**src/rtl/serial_operand_port.sv**
```systemverilog
// ---------------------------------------------------------------------------
// serial_operand_port
//   Bit-serial operand/result port for the serialized ALU datapath.
//   Captures two WIDTH-bit operands on an accepted start, streams them
//   LSB-first to the ALU alongside the shared count/reg_write sequencing, and
//   collects the returned result stream into a parallel word.
//
//   clk        in   system clock, all state updates on posedge
//   reset      in   asynchronous active-low reset
//   start      in   operation request, only honoured in IDLE
//   rs1_val    in   operand 1, captured on accepted start
//   rs2_val    in   operand 2, captured on accepted start
//   rd_d       in   serial result bit from ALU (ALU drives it on negedge)
//   rs1_d      out  serial operand 1 bit, LSB-first
//   rs2_d      out  serial operand 2 bit, LSB-first
//   count      out  sequence counter shared with the ALU (0..WIDTH+2)
//   reg_write  out  operand bits valid (count 2..WIDTH+1)
//   busy       out  sequence in progress
//   done       out  one-cycle pulse, rd_val valid from here until next done
//   rd_val     out  deserialized result
//
//   state  | meaning
//   IDLE   | count=0, waiting for start
//   PRIME  | count=1, operand bit 0 presented, reg_write low
//   SHIFT  | count=2..WIDTH+1, operand bit (count-2) presented, result captured
//   FINISH | count=WIDTH+2, ALU clears carry; result published on exit
//
//   The 7-bit count port limits WIDTH to 125 or less.
// ---------------------------------------------------------------------------
module serial_operand_port #(
    parameter int WIDTH = 64
) (
    input  logic             clk,
    input  logic             reset,
    input  logic             start,
    input  logic [WIDTH-1:0] rs1_val,
    input  logic [WIDTH-1:0] rs2_val,
    input  logic             rd_d,
    output logic             rs1_d,
    output logic             rs2_d,
    output logic [6:0]       count,
    output logic             reg_write,
    output logic             busy,
    output logic             done,
    output logic [WIDTH-1:0] rd_val
);

    localparam logic [6:0] CNT_LAST_SHIFT = 7'(WIDTH + 1);

    typedef enum logic [1:0] {
        IDLE   = 2'd0,
        PRIME  = 2'd1,
        SHIFT  = 2'd2,
        FINISH = 2'd3
    } state_t;

    state_t           state, state_nxt;
    logic [6:0]       count_nxt;
    logic             load_ops;
    logic [WIDTH-1:0] rs1_sr, rs2_sr, rd_sr;

    always_ff @(posedge clk or negedge reset) begin
        if (!reset) begin
            state <= IDLE;
        end else begin
            state <= state_nxt;
        end
    end

    always_comb begin
        state_nxt = state;
        count_nxt = 7'd0;
        load_ops  = 1'b0;
        rs1_d     = 1'b0;
        rs2_d     = 1'b0;
        reg_write = 1'b0;
        busy      = 1'b0;
        case (state)
            IDLE: begin
                if (start) begin
                    load_ops  = 1'b1;
                    count_nxt = 7'd1;
                    state_nxt = PRIME;
                end
            end
            PRIME: begin
                busy      = 1'b1;
                rs1_d     = rs1_sr[0];
                rs2_d     = rs2_sr[0];
                count_nxt = count + 7'd1;
                state_nxt = SHIFT;
            end
            SHIFT: begin
                busy      = 1'b1;
                reg_write = 1'b1;
                rs1_d     = rs1_sr[0];
                rs2_d     = rs2_sr[0];
                count_nxt = count + 7'd1;
                if (count == CNT_LAST_SHIFT) begin
                    state_nxt = FINISH;
                end
            end
            FINISH: begin
                busy      = 1'b1;
                count_nxt = 7'd0;
                state_nxt = IDLE;
            end
            default: begin
                state_nxt = IDLE;
            end
        endcase
    end

    // Operand registers hold still through PRIME so bit 0 is seen for both
    // count=1 and count=2; they advance only on edges taken inside SHIFT.
    always_ff @(posedge clk or negedge reset) begin
        if (!reset) begin
            count  <= 7'd0;
            rs1_sr <= '0;
            rs2_sr <= '0;
            rd_sr  <= '0;
            rd_val <= '0;
            done   <= 1'b0;
        end else begin
            count <= count_nxt;
            done  <= (state == FINISH);
            if (load_ops) begin
                rs1_sr <= rs1_val;
                rs2_sr <= rs2_val;
            end else if (state == SHIFT) begin
                rs1_sr <= rs1_sr >> 1;
                rs2_sr <= rs2_sr >> 1;
            end
            // Result arrives LSB-first; shifting in at the MSB leaves bit 0
            // at the bottom after WIDTH captures.
            if (state == SHIFT) begin
                rd_sr <= {rd_d, rd_sr[WIDTH-1:1]};
            end
            if (state == FINISH) begin
                rd_val <= rd_sr;
            end
        end
    end

endmodule

```
**config.mk**
```make
export PLATFORM = sky130hd
export DESIGN_NAME = serial_operand_port
export DESIGN_NICKNAME = d
export VERILOG_FILES = /design/src/rtl/serial_operand_port.sv
export SDC_FILE = /design/constraint.sdc
export NUM_CORES = 1
export LEC_CHECK = 0
export ABC_AREA = 1
export CORE_ASPECT_RATIO = 1.1
export CORE_MARGIN = 2
export CORE_UTILIZATION = 24
export CTS_CLUSTER_DIAMETER = 30
export DETAILED_ROUTE_END_ITERATION = 7
export PLACE_DENSITY = 0.46
export SYNTH_ARGS = -nofsm -noshare
export SYNTH_HDL_FRONTEND = slang
export SYNTH_SLANG_ARGS = --single-unit
export TNS_END_PERCENT = 10
```
**constraint.sdc**
```tcl
create_clock -name clk -period 2.2 [get_ports clk]
set_clock_uncertainty 0.2 [all_clocks]
set_input_delay 0.66 -clock clk [delete_from_list [all_inputs] [get_ports clk]]
set_output_delay 0.66 -clock clk [all_outputs]
set_load 0.03 [all_outputs]
```
* Word-level counts from Yosys, hierarchy flattened
Cells that the tools add are included.
** Word-level totals
- Flip-flop bits (word level) :: 266
- Input port bits :: 132
- Output and inout bits :: 76
- Logic and storage cells :: 34
** Operators by class
- Add/subtract/negate cells :: 1
- Eq/ne operators :: 6
- Multiplexer cells :: 15
- Reduce and logical (&&, ||, !) cells :: 5
** Operator list (count)
- 64-bit 2-to-1 mux :: 4
- 7-bit case mux with 3 select lines :: 1
- 2-bit case mux with 4 select lines :: 1
- 7-bit by 1-bit adder with 7-bit output, second input constant :: 1
- 7-bit == test, second input constant :: 1
- 1-bit 2-to-1 mux :: 7
- 2-bit == test, second input constant :: 2
- 2-bit 2-to-1 mux :: 2
- 2-bit inequality test, second input constant :: 2
- 3-bit OR reduction :: 1
- 2-bit by 1-bit == test with 1-bit output, second input constant :: 1
- 2-bit zero test :: 1
- 2-bit AND reduction :: 1
- 2-bit nonzero test :: 1
- 2-bit OR reduction :: 1

* Longest topological paths before layout
- Depth after elaboration :: 3
- Gate-level depth with buffers :: 9
- Gate-level depth less buffers :: 9

* Worst setup path after synthesis
Ideal clock, no wire load.
- Path kind :: reg2reg
- Start point :: reg state[0]
- End point :: reg rs1_sr[59]
- Library setup time :: 83 ps
- Arrival time :: 1604 ps
- Data required time :: 1917 ps
- Slack :: 314 ps
- Stages on the path, launching flop included :: 10
- Buffers on the path :: 3
- Period minus slack after synthesis :: 1886 ps
- Cell sequence :: dfrtp_1 -> inv_1 -> ha_1 -> buf_6 -> inv_2 -> buf_2 -> buf_2 -> o21ai_0 -> o21ai_0 -> o21ai_0
** Between the ends
- Word-level cells in the longest chain between the ends :: 3
- Elaborated cells between the ends (all ways) :: 5
- Classes of those cells :: eq/ne (1); mux (2); reduce/logical (2)
** Ends and longest elaborated chain
- start, declared :: line 57 : state_t state, state_nxt;
- start signal, assigned :: line 66 : state <= state_nxt;
- 2-bit zero test :: line 78 : case (state)
- 1-bit 2-to-1 mux :: line 78
- 64-bit 2-to-1 mux / 2-bit nonzero test (equally long branches)
- end signal, assigned :: line 128 : rs1_sr <= rs1_val;
- end signal, assigned :: line 131 : rs1_sr <= rs1_sr >> 1;
- end, declared :: line 60 : logic [WIDTH-1:0] rs1_sr, rs2_sr, rd_sr;
Parallel ways exist; a longest one is shown, timed or not.
A chain may end at the register's enable or synchronous reset.

* Final worst setup path
- Start point :: reg state[0]
- End point :: out rs2_d
** Between the ends
- Word-level cells in the longest chain between the ends :: 3
- Elaborated cells between the ends (all ways) :: 4
- Classes of those cells :: eq/ne (2); mux (1); reduce/logical (1)
** Ends and longest elaborated chain
- 2-bit == test / 2-bit by 1-bit == test with 1-bit output (equally long branches) :: line 78
- 2-bit OR reduction (no source line) (*)
- 1-bit 2-to-1 mux (*) :: line 78
- end, declared :: line 40 : output logic rs2_d,
Mark *: on every way between the ends. The rest lies on a longest branch, timed or not.

==> run metrics <==
Final min period 2.408 ns; Crit path max-delay family flip-flops; GRT Resource Usage Total 0.1263; Worst-Margin Slew ~0.37 ns; crit path from state[0]; failing checks setup timing; vias in the first global route 9,352; gpl congestion 0.7597; Worst path slowest cell dfrtp_1; Bufs and invs on worst path 3; pre-CTS setup slack -0.1011 ns; Most used DFF post-synth dfrtp_1; Inst Count DP 1,971; Max Cap Viol 0; DR vias/cell 4.333; final core utilization 0.3679; Synth-to-Final Area Change 50.58%; Startpoint Class flop; Max clock buf depth 3; Largest stage delay, worst path 0.35 ns; total routed wirelength ~30,000 um; FF-to-FF path depth 7; Synth Instances between 1k and 1.5k; drt first pass iters 5; synth warn 0; synth cell count leaders dfrtp_1 (266), o21ai_0 (242), inv_1 (178), o21ai_1 (169), nand2_1 (121); Die Y 230.4 um; worst vdd ir 607.1 uV; Final setup viols 4; post-route setup TNS -0.6610 ns; status finished, violations left; CTS buffer count 76; stages on the worst setup path 5; Max-slew headroom 0.7545; Die W ~210 um; Starting Density 0.2443; CTS Root Cell clkbuf_16; unrepaired setup endpoints after global routing true; #FFs+latches synth 266; Final nets 1,601; final cell count without fillers between 2k and 2.5k; row count around 80; GR Overflow Total 0; hold-critical path depth 2; FMAX 415.3 MHz; Mapped Nets 1,352; CP required 1.34 ns; Final Hold Viols 0; dpl hpwl ~19,000 um; clock tree from TritonCTS built; CP Cell Sequence inv_2, ha_4, nand2_2, inv_2, buf_6; largest net degree at the start of global routing 80; LEAKAGE around 0.0076 uW; Ports 208; Critical Path Most Common Cell inv_2; Port Buffers ~210; die area 48,320 sq um; asr flop ratio synth 1.000; Vias 9,156; top cell type's share of synthesized area 0.5954; crit-path max FO 3; CP Class flop to output pin; Clock Pin Slew Worst Setup and Hold Paths 0.04 ns; worst skew pair latency 0.58 ns; Final ANT Viol Nets 0; setup slack after layout -0.2077 ns; Worst R2R Start state[1]; Yosys top cell by area dfrtp_1; worst hold slack 0.2723 ns; Syn Std Cell Area 11,180 sq um; Core Region between 40,000 and 50,000 sq um; first-pass GRT wire length 48,870 um; Slew Viols, Final 0; period utilisation layout 1.094; wire length per cell ~14 um; Synth area leaders dfrtp_1 (60%), o21ai_0 (11%), o21ai_1 (7.6%); most frequent cell after synthesis dfrtp_1; First DRT Iteration DRCs 508; CP arrival approximately 1.6 ns; Syn Area/Cell 9.209 sq um; hold_sp rd_sr[34]; DRC Markers 0; Yosys cell types 23; CTS HTree Levels 3; critical path endpoint category output pin; EDFF count, synth 0; CTS Sinks between 200 and 300; layout cells sized above 1 0.1824; HP Class flop to flop; post-synthesis sequential area ratio 0.5954; Power Dens Cells ~1700 nW/um^2; initial antenna violation count 6
-- layout make-up --
| type | count | area [sq um] |
|---|---|---|
| Clock buffer | 97 | 2081 |
| Tap cell | 588 | 735.7 |
| Clock inverter | 42 | 535.5 |
| Multi-Input combinational cell | 688 | 3456 |
| Inverter | 179 | 674.4 |
| Fill cell | 4600 | 28930 |
| Timing Repair Buffer | 252 | 2693 |
| Antenna cell | 1 | 2.502 |
| Sequential cell | 266 | 6656 |
-- logic make-up after synthesis --
family	share of synthesized area
muxes	0.01813
DFF	0.5954
adders and majority gates	0.006715
AOI/OAI and AO/OA	0.2093
buffers and inverters	0.1007
and+or+nand+nor	0.06894
xor gates and xnor gates	0.0007836
-- power breakdown --
part           switching [uW]  total (uW)  internal, uW  leakage [uW]
clock network            3260       11000          7710       0.00127
registers                 811        7760          6950       0.00332
logic                    5730        9260          3540       0.00299
total                    9800       28000         18200       0.00758
-- state kept, by name, indices dropped and copies added (netlist names) --
signal	flops
state	2
rd_sr	64
rs1_sr	64
rs2_sr	64
rd_val	64
done	1
count	7
-- per-stage QoR --
step,power [uW],instance area (sq um)
2_1_floorplan,13800,11180
3_3_place_gp,17150,14150
3_5_place_dp,17320,14150
4_1_cts,28500,16870
5_1_grt,30010,16830
6_report,28000,16830
-- layout by cell type, fill, tap and decap left out, types with 2 or more instances in the layout --
| master | Yosys | routed |
|---|---|---|
| a21oi_1 | 49 | 49 |
| a31oi_1 | 5 | 5 |
| buf_12 | 0 | 21 |
| buf_2 | 31 | 5 |
| buf_4 | 1 | 24 |
| buf_6 | 14 | 3 |
| bufinv_16 | 0 | 9 |
| clkbuf_1 | 28 | 11 |
| clkbuf_16 | 0 | 76 |
| clkbuf_2 | 2 | 7 |
| clkbuf_8 | 0 | 10 |
| clkdlybuf4s15_1 | 0 | 3 |
| clkdlybuf4s15_2 | 0 | 57 |
| clkdlybuf4s50_1 | 0 | 130 |
| clkinv_2 | 0 | 17 |
| clkinv_4 | 0 | 2 |
| clkinv_8 | 0 | 5 |
| clkinvlp_4 | 0 | 7 |
| dfrtp_1 | 266 | 266 |
| ha_1 | 6 | 2 |
| ha_4 | 0 | 3 |
| inv_1 | 178 | 173 |
| inv_2 | 1 | 5 |
| mux2_2 | 18 | 18 |
| nand2_1 | 121 | 119 |
| nand2_2 | 1 | 2 |
| nand3_1 | 15 | 15 |
| nor2_1 | 58 | 58 |
| o21ai_0 | 242 | 242 |
| o21ai_1 | 169 | 169 |
-- worst reg2reg max path, cell delays in order (launching register included) --
cell     delay (ns)
dfrtp_1        0.37
buf_4          0.16
ha_4           0.20
inv_4          0.26
buf_12         0.26
o21ai_0        0.15
o21ai_1        0.10
o21ai_1        0.08
-- path summary, 6_finish.rpt --
path | slack (ns) | to
worst max-delay path | -0.21 | rs2_d
worst min-delay path | 0.27 | rd_sr[33]
worst max register to register | 0.30 | rs1_sr[35]
worst min register to register | 0.27 | rd_sr[33]
max in group asynchronous | 0.73 | rd_val[7]
min in group asynchronous | 0.35 | rd_val[31]
-- timing repair --
action                     in CTS  in global routing
hold endpoints to repair       23                  0
setup endpoints to repair      76                 15
pin swaps                       1                  1
hold buffers                    1                  0
resized for setup             219                 16
buffers inserted                1                  0
-- metal layers --
layer | global-route usage | part of all wire | wire [um] | vias up
met2 | 0.1859 | 0.44 | 13190 | 264
met3 | 0.05251 | 0.083 | 2488 | 48
met5 | 0 | 0.0020 | 60 | -
met4 | 0.05674 | 0.020 | 600 | 8
met1 | 0.1615 | 0.46 | 13660 | 4324
li1 | - | - | - | 4512
(Power assumes the default switching activity.)
